==> src/rtl/apb_cmd_master.sv <==
// apb_cmd_master: single-outstanding APB4 requester with alignment check and ACCESS-phase timeout
module apb_cmd_master #(
  parameter int DW      = 32,
  parameter int AW      = 5,
  parameter int SW      = DW / 8,
  parameter int TIMEOUT = 16
) (
  input  logic          pclk,
  input  logic          presetn,
  input  logic          i_cmd_valid,
  output logic          o_cmd_ready,
  input  logic [AW-1:0] i_cmd_addr,
  input  logic          i_cmd_write,
  input  logic [DW-1:0] i_cmd_wdata,
  input  logic [SW-1:0] i_cmd_strb,
  output logic          o_rsp_valid,
  input  logic          i_rsp_ready,
  output logic [DW-1:0] o_rsp_rdata,
  output logic          o_rsp_err,
  output logic          o_rsp_timeout,
  output logic [AW-1:0] o_paddr,
  output logic          o_pwrite,
  output logic          o_psel,
  output logic          o_penable,
  output logic [DW-1:0] o_pwdata,
  output logic [SW-1:0] o_pstrb,
  input  logic [DW-1:0] i_prdata,
  input  logic          i_pready,
  input  logic          i_pslverr
);
  localparam int AL = $clog2(DW / 8);
  localparam int CW = TIMEOUT > 0 ? $clog2(TIMEOUT + 1) : 1;
  localparam int TO_M1 = TIMEOUT > 0 ? TIMEOUT - 1 : 0;
  localparam logic [AW-1:0] AMASK = AW'((1 << AL) - 1);
  typedef enum logic [1:0] {IDLE, SETUP, ACCESS, RESP} state_t;
  state_t        state_q;
  logic [CW-1:0] cnt_q;
  logic          timeout_hit;
  assign o_cmd_ready = state_q == IDLE;
  assign timeout_hit = (TIMEOUT > 0) && (cnt_q == CW'(TO_M1));
  always_ff @(posedge pclk or negedge presetn) begin
    if (!presetn) begin
      state_q       <= IDLE;
      cnt_q         <= '0;
      o_psel        <= 1'b0;
      o_penable     <= 1'b0;
      o_pwrite      <= 1'b0;
      o_paddr       <= '0;
      o_pwdata      <= '0;
      o_pstrb       <= '0;
      o_rsp_valid   <= 1'b0;
      o_rsp_rdata   <= '0;
      o_rsp_err     <= 1'b0;
      o_rsp_timeout <= 1'b0;
    end else begin
      case (state_q)
        IDLE: if (i_cmd_valid) begin
          if ((i_cmd_addr & AMASK) != '0) begin
            // misaligned: answer directly, never touch the bus
            state_q       <= RESP;
            o_rsp_valid   <= 1'b1;
            o_rsp_err     <= 1'b1;
            o_rsp_timeout <= 1'b0;
            o_rsp_rdata   <= '0;
          end else begin
            state_q  <= SETUP;
            o_psel   <= 1'b1;
            o_paddr  <= i_cmd_addr;
            o_pwrite <= i_cmd_write;
            o_pwdata <= i_cmd_wdata;
            o_pstrb  <= i_cmd_write ? i_cmd_strb : '0;
          end
        end
        SETUP: begin
          state_q   <= ACCESS;
          o_penable <= 1'b1;
          cnt_q     <= '0;
        end
        ACCESS: begin
          if (i_pready) begin
            state_q       <= RESP;
            o_psel        <= 1'b0;
            o_penable     <= 1'b0;
            o_rsp_valid   <= 1'b1;
            o_rsp_err     <= i_pslverr;
            o_rsp_timeout <= 1'b0;
            o_rsp_rdata   <= (!o_pwrite && !i_pslverr) ? i_prdata : '0;
          end else if (timeout_hit) begin
            state_q       <= RESP;
            o_psel        <= 1'b0;
            o_penable     <= 1'b0;
            o_rsp_valid   <= 1'b1;
            o_rsp_err     <= 1'b1;
            o_rsp_timeout <= 1'b1;
            o_rsp_rdata   <= '0;
          end else if (cnt_q != '1) begin
            cnt_q <= cnt_q + 1'b1;
          end
        end
        RESP: if (i_rsp_ready) begin
          state_q     <= IDLE;
          o_rsp_valid <= 1'b0;
        end
        default: state_q <= IDLE;
      endcase
    end
  end
endmodule
==> config.mk <==
export PLATFORM = sky130hd
export DESIGN_NAME = apb_cmd_master
export DESIGN_NICKNAME = d
export VERILOG_FILES = /design/src/rtl/apb_cmd_master.sv
export SDC_FILE = /design/constraint.sdc
export NUM_CORES = 1
export LEC_CHECK = 0
export CORE_MARGIN = 1.5
export CORE_UTILIZATION = 40
export DETAILED_ROUTE_END_ITERATION = 10
export GPL_TIMING_DRIVEN = 0
export PLACE_DENSITY_LB_ADDON = 0.3
export SLEW_MARGIN = 30
export SYNTH_ARGS = -nofsm -noshare
export SYNTH_HDL_FRONTEND = slang
export SYNTH_SLANG_ARGS = --single-unit
==> constraint.sdc <==
create_clock -name pclk -period 3.4 [get_ports pclk]
set_input_delay 0.68 -clock pclk [delete_from_list [all_inputs] [get_ports pclk]]
set_output_delay 0.68 -clock pclk [all_outputs]
set_load 0.02 [all_outputs]
==> key figures, run 1 <==
Outcome
  – Status: completed

Critical path
  – Crit path DAT: 1.83 ns
  – Worst EP required: 2.72 ns
  – CP Buf/Inv Count: 2
  – R2r setup slk: 1.01 ns
  – CP peak stage delay: 0.65 ns
  – Crit path launch type: flop
  – R2r startpoint: cnt_q[0]$_DFFE_PN0P_
  – CP Capture Type: output pin
  – Worst Setup SP: state_q[0]$_DFFE_PN0P_
  – Crit Path Class: reg2out
  – Worst-path fanout max: 7
  – Top cell family by delay on the critical path: buffers and inverters
  – CP cell instances: inv_1 > ha_1 > clkdlybuf4s50_1
  – Critical path's slowest cell: clkdlybuf4s50_1

Global routing
  – Largest net degree at the start of global routing: 64
  – GRT Total Usage: 0.1819
  – Vias in the first global route: 3,014
  – First-pass GRT wire length: 14,190 microns
  – Initial antenna violation count: 0
  – Total gr overflow: 0

Synth
  – Fraction of the mapped netlist area in adder cells: 0.03004
  – Post-synth EDFFs: 0
  – Xor/xnor share of the synthesized area: 0
  – Syn avg cell area: 12.05 sq um
  – Yosys cell types: 34
  – Post-synth top flop: dfrtp_1
  – Main combinational cell family by area after synthesis: multiplexers
  – Post-Syn Nets: 400
  – Flops & latches, synth: 86
  – Ys Warns: 0
  – Netlist Area Pre-Place: 0.003749 sq mm
  – Asr flop ratio synth: 1.000
  – Cells after Synth: 311
  – Post-synthesis compound-gate area fraction: 0.03438
  – Seq/Total Area, Yosys: 0.5741
  – Simple-Gate Fraction of Synth Area: 0.09913
  – Multiplexer share of the synthesized area: 0.2023

Layout
  – Number of diodes: 0
  – Final net count: 571
  – Fin area: 0.005752 sq mm
  – Ratio of cells with drive above 1 in the final layout: 0.1379
  – Layout area overhead: 53.44%
  – Post-layout util: 0.6284

Power
  – PwrDens: 823.3 mW/mm^2
  – Maximum VDD drop: 0.0004134 V
  – Final Total Pwr: 4.736 mW
  – Leakage: 2.483 nW

Die
  – Row cnt: 35
  – Initial core utilization: 0.4096
  – IO Pins: 160
  – Die H: 99.81 microns
  – Core area: 0.009153 sq mm
  – Die width: 99.81 microns
  – Die Area: 0.009961 sq mm

Place
  – IO Port Bufs: 159
  – Routability cong.: 0.7854
  – Placed cell areas: 0.005508 sq mm
  – Pre-CTS WS: 0.6978 ns
  – DP HPWL: 6664 microns

CTS
  – Post-cts repair resize count: 0
  – TritonCTS clock tree: built
  – # hold bufs at CTS: 0
  – Root Driver: clkbuf_8
  – CTS Sinks: 86
  – Clk_lat worst skew: 0.34 ns
  – Max Buffers Root-to-Sink: 2
  – CTS HTree Levels: 3
  – CTS clk-pin slew, worst paths: 0.09 ns
  – Post-CTS Setup Inserts: 0
  – CTS Buf Count: 9

STA
  – Final hold viol count: 0
  – Slew HR: 0.5077
  – Min Hold Slack: 0.1699 ns
  – Setup ws final: 0.8851 ns
  – Min Tclk post-route: 2.515 ns
  – Fmax: 397.6 MHz
  – RSZ-0062 raised after global routing: no
  – Max-slew violation count: 0
  – Worst Tran Pin Value: 0.7369 ns
  – Setup Skew: 0.01059 ns
  – Final Cycle Share: 0.7397
  – Final number of setup-violating endpoints: 0

Route
  – DRT Wirelength: 8764 microns
  – Avg WL per Cell: 14.68 microns
  – DRT Pass-1 Iters: 4
  – Routed Antenna Nets: 0
  – DR vias/cell: 4.781
  – Via count: 2,854
  – Initial drt markers: 135
  – # DRC: 0

Hold path
  – Hold crit path type: in2async

Run
  – Max-cap violations: 0
[logic make-up after synthesis]
group | count (synthesis)
muxes | 71
DFF | 86
AOI/OAI and AO/OA | 20
adders and majority gates | 9
and+or+nand+nor | 73
buffers and inverters | 52
[path summary, 6_finish.rpt]
kind                                               end  cells past startpoint
setup / recovery                           o_cmd_ready                      3
hold / removal                  o_paddr[3]$_DFFE_PN0P_                      1
setup reg to reg           o_rsp_rdata[23]$_DFFE_PN0P_                      7
hold reg to reg                 o_pstrb[3]$_DFFE_PN0P_                      2
max in group asynchronous         cnt_q[2]$_DFFE_PN0P_                      2
min in group pclk               o_pstrb[3]$_DFFE_PN0P_                      2
[report_power, final]
group          switching [mW]  internal [mW]  total (mW)
sequential              0.202           1.39        1.59
combinational            1.10           1.18        2.28
clock                   0.356          0.507       0.863
[layout by cell type, fill, tap and decap left out, types with 2 or more instances in the layout]
cell type        Yosys  layout
clkdlybuf4s50_1      0     158
dfrtp_1             86      86
nand2_1             41      41
inv_1               38      38
mux2_2              38      38
mux2i_1             33      33
o21ai_0             10      10
clkbuf_8             0      10
ha_1                 9       9
buf_2                6       6
nor2_1               5       5
nand3_1              5       5
clkbuf_1             4       4
nor3b_1              3       3
buf_6                2       3
nand2b_1             3       3
bufinv_16            0       3
nor2b_1              2       2
nor3_1               2       2
or3_1                2       2
nand3b_1             2       2
buf_4                2       2
and2_1               2       2
a21oi_1              2       2
a22o_1               2       2
[worst reg2reg max path, stage by stage, from the launching register on]
cell	delay, ns
dfrtp_1	0.41
ha_1	0.21
and3_1	0.21
ha_1	0.24
nor3b_1	0.64
nor4_4	0.18
buf_4	0.25
mux2i_1	0.13
[stage by stage]
| step | TNS [ns] | cells |
|---|---|---|
| after global placement | -125.24 | 581 |
| after detailed placement | 0 | 582 |
| after global routing | 0 | 597 |
| final | 0 | 597 |
| after floorplan | 0 | 311 |
| after CTS | 0 | 597 |
[final cells by class]
cell class | count | area [sq um]
well taps | 111 | 138.9
repair buffers | 160 | 1620
flip-flops and latches | 86 | 2152
fillers | 776 | 3401
multi-input cells | 173 | 1371
clock buffers | 10 | 137.6
inverters | 38 | 142.6
clock inverters | 5 | 106.4
plain buffers | 14 | 82.58
[flip-flops by register name, summed over array words and instances, names as in the netlist]
register,flops
o_rsp_valid,1
o_pstrb,4
o_paddr,5
state_q,2
o_rsp_timeout,1
o_pwrite,1
o_rsp_err,1
o_rsp_rdata,32
o_pwdata,32
o_penable,1
cnt_q,5
o_psel,1
[metal layers]
| metal | up-vias | wire length (microns) | GRT usage |
|---|---|---|---|
| li1 | 1367 | - | - |
| met1 | 1366 | 3611 | 0.2200 |
| met2 | 101 | 4235 | 0.2930 |
| met3 | 20 | 627 | 0.05641 |
| met4 | 0 | 290 | 0.09534 |
| met5 | - | 0 | 0 |
[cells in the mapped netlist (all sizes together), types with 2 or more instances]
master,count,area share
dfrtp,86,0.57
o21ai,10,0.013
nand2,41,0.041
nand2b,3,0.0050
or3,2,0.0033
nand3b,2,0.0040
a22o,2,0.0047
nor3b,3,0.0060
nor2b,2,0.0033
nor2,5,0.0050
and2,2,0.0033
ha,9,0.030
inv,38,0.038
clkbuf,4,0.0040
mux2,38,0.11
nor3,2,0.0027
nand3,5,0.0067
mux2i,33,0.088
buf,10,0.018
a21oi,2,0.0027
No activity file was read; power rests on OpenSTA's default activity.
==> inputs of run 2 (changes only) <==
- CORE_UTILIZATION: 40 -> 38
- clock period: 3.4 -> 2.2 ns (I/O delays scaled with it)
==> run 2 against run 1 <==
Net effect:
- core utilization is 3.2 points lower
- first-iteration DRC count is 42% lower
- critical path depth is 4 higher
- global-route usage shrank 1.6 points
- worst hold slack gained 0.32 ns
- critical endpoint is now o_rsp_rdata[29]$_DFFE_PN0P_
- largest cell class unchanged
- via count increased by 0.84%
==> key figures, run 2 (synthesis results as in run 1) <==
Die
  – Die Area: 0.01047 sq mm
  – Die H: 102.3 microns
  – Die width: 102.3 microns
  – IO Pins: 160
  – Row cnt: 36
  – Initial core utilization: 0.3871
  – Core area: 0.009684 sq mm

CTS
  – Clk_lat worst skew: 0.35 ns
  – CTS Sinks: 86
  – Root Driver: clkbuf_8
  – CTS clk-pin slew, worst paths: 0.09 ns
  – CTS Buf Count: 9
  – CTS HTree Levels: 3
  – Max Buffers Root-to-Sink: 2
  – TritonCTS clock tree: built

Power
  – Leakage: 2.491 nW
  – Net switching power: 2.615 mW
  – Sequential share of power: 0.344
  – Internal power: 4.455 mW
  – Maximum VDD drop: 0.0007408 V
  – PwrDens: 1223 mW/mm^2
  – Switching fraction of total power: 0.3698
  – Clock Power Share: 0.141
  – Combinational share of power: 0.515

Critical path
  – Worst-path fanout max: 10
  – Levels on crit path: 7
  – CP peak stage delay: 0.52 ns
  – R2R depth: 7
  – CP Capture Type: flop
  – Crit path DAT: 2.40 ns
  – Crit path launch type: flop
  – Crit path to: o_rsp_rdata[29]$_DFFE_PN0P_
  – R2r startpoint: state_q[0]$_DFFE_PN0P_
  – Crit Path Class: reg2reg
  – Worst EP required: 2.46 ns
  – Worst Setup SP: state_q[0]$_DFFE_PN0P_
  – Crit path top cell by count: buf_4
  – CP Buf/Inv Count: 3
  – Top cell family by delay on the critical path: simple AND/OR/NAND/NOR gates
  – Critical path's slowest cell: nor3b_1
  – Worst r2r dst: o_rsp_rdata[29]$_DFFE_PN0P_
  – R2r setup slk: 0.06 ns
  – CP cell instances: inv_1 > ha_1 > nor3b_1 > nor4_4 > buf_4 > buf_4 > mux2i_1

STA
  – Min Tclk post-route: 2.144 ns
  – Setup ws final: 0.05591 ns
  – Worst Tran Pin Value: 0.5542 ns
  – Slew HR: 0.6298
  – Fmax: 466.4 MHz
  – Setup Skew: 0.007720 ns
  – Max-slew violation count: 0
  – Final hold viol count: 0
  – RSZ-0062 raised after global routing: yes
  – Final number of setup-violating endpoints: 0
  – Final Cycle Share: 0.9746
  – Min Hold Slack: 0.4850 ns

Layout
  – Commonest cells after routing, fill and taps aside: clkdlybuf4s50_1, dfrtp_1, nand2_1
  – Post-layout util: 0.5969
  – Final net count: 578
  – Layout area overhead: 54.21%
  – Top Registers: o_pwdata: 32 flops, o_rsp_rdata: 32 flops
  – Commonest non-fill, non-tap cell in the layout: clkdlybuf4s50_1
  – Ratio of cells with drive above 1 in the final layout: 0.1599
  – Number of diodes: 0

Route
  – DRT Wirelength: 8908 microns
  – Avg WL per Cell: 14.21 microns
  – Routed Antenna Nets: 0
  – Via count: 2,878
  – DRT Pass-1 Iters: 5
  – # DRC: 0
  – DR vias/cell: 4.590
  – Initial drt markers: 78

Place
  – IO Port Bufs: 159
  – Pre-CTS WS: -0.2719 ns
  – DP HPWL: 6624 microns
  – Routability cong.: 0.8416

Global routing
  – Total gr overflow: 0
  – First-pass GRT wire length: 13,420 microns
  – Vias in the first global route: 2,832
  – GRT Total Usage: 0.1655
  – Initial antenna violation count: 0
  – Largest net degree at the start of global routing: 46

Outcome
  – Status: completed

Hold path
  – Min-delay src: o_pstrb[2]$_DFFE_PN0P_
  – Hold crit path type: reg2reg

Run
  – Max-cap violations: 0
run 2: metal layers:
layer,share of wire,vias up,track usage
li1,-,1384,-
met1,0.42,1398,0.2055
met2,0.51,83,0.2797
met3,0.053,13,0.03420
met4,0.015,0,0.07165
met5,0,-,0
run 2: power by group through the flow:
stage / registers, mW / logic, mW / clock network, mW
floorplan: 3.11 / 1.35 / 0
global placement: 2.45 / 3.51 / 0
detailed placement: 2.47 / 3.57 / 0
CTS: 2.44 / 3.64 / 1.04
global route: 2.51 / 3.89 / 1.09
finish: 2.43 / 3.64 / 0.995
run 2: worst reg2reg max path: stages, from the launching register on:
cell,delay [ns]
dfrtp_1,0.42
inv_1,0.14
ha_1,0.32
nor3b_1,0.52
nor4_4,0.10
buf_4,0.19
buf_4,0.20
mux2i_1,0.18
run 2: timing repair:
| action | CTS | global route |
|---|---|---|
| gates resized for setup | 5 | 2 |
| endpoints found under the setup margin | 64 | 62 |
| hold buffers | 1 | 0 |
| pin swaps | 1 | 2 |
| buffers inserted | 4 | 4 |
| hold endpoints to repair | 6 | 0 |
run 2: worst min-delay path by stage:
stage | to | cells past startpoint | slack (ns)
after floorplan | cnt_q[0]$_DFFE_PN0P_ | 0 | 0.14
after global placement | o_pstrb[3]$_DFFE_PN0P_ | 2 | 0.47
after detailed placement | o_paddr[3]$_DFFE_PN0P_ | 1 | 0.39
after CTS | o_pstrb[2]$_DFFE_PN0P_ | 2 | 0.49
after global routing | o_pstrb[1]$_DFFE_PN0P_ | 2 | 0.52
final | o_pstrb[2]$_DFFE_PN0P_ | 2 | 0.49
run 2: final cells by class:
cell class,count,area [sq um]
Clock buffer,10,127.6
Timing Repair Buffer,169,1682
Tap cell,133,166.4
Inverter,38,142.6
Multi-Input combinational cell,173,1394
Clock inverter,6,46.29
Sequential cell,86,2152
Fill cell,796,3904
Buffer,12,70.07
run 2: per-stage QoR:
stage	setup TNS, ns	power [mW]	instance area (sq um)	std cells
6_report	0	7.070	5781	627
5_1_grt	-2.532	7.489	5781	627
4_1_cts	0	7.116	5749	623
3_5_place_dp	-12.33	6.047	5530	604
3_3_place_gp	-218.42	5.954	5509	603
2_1_floorplan	0	4.455	3751	311
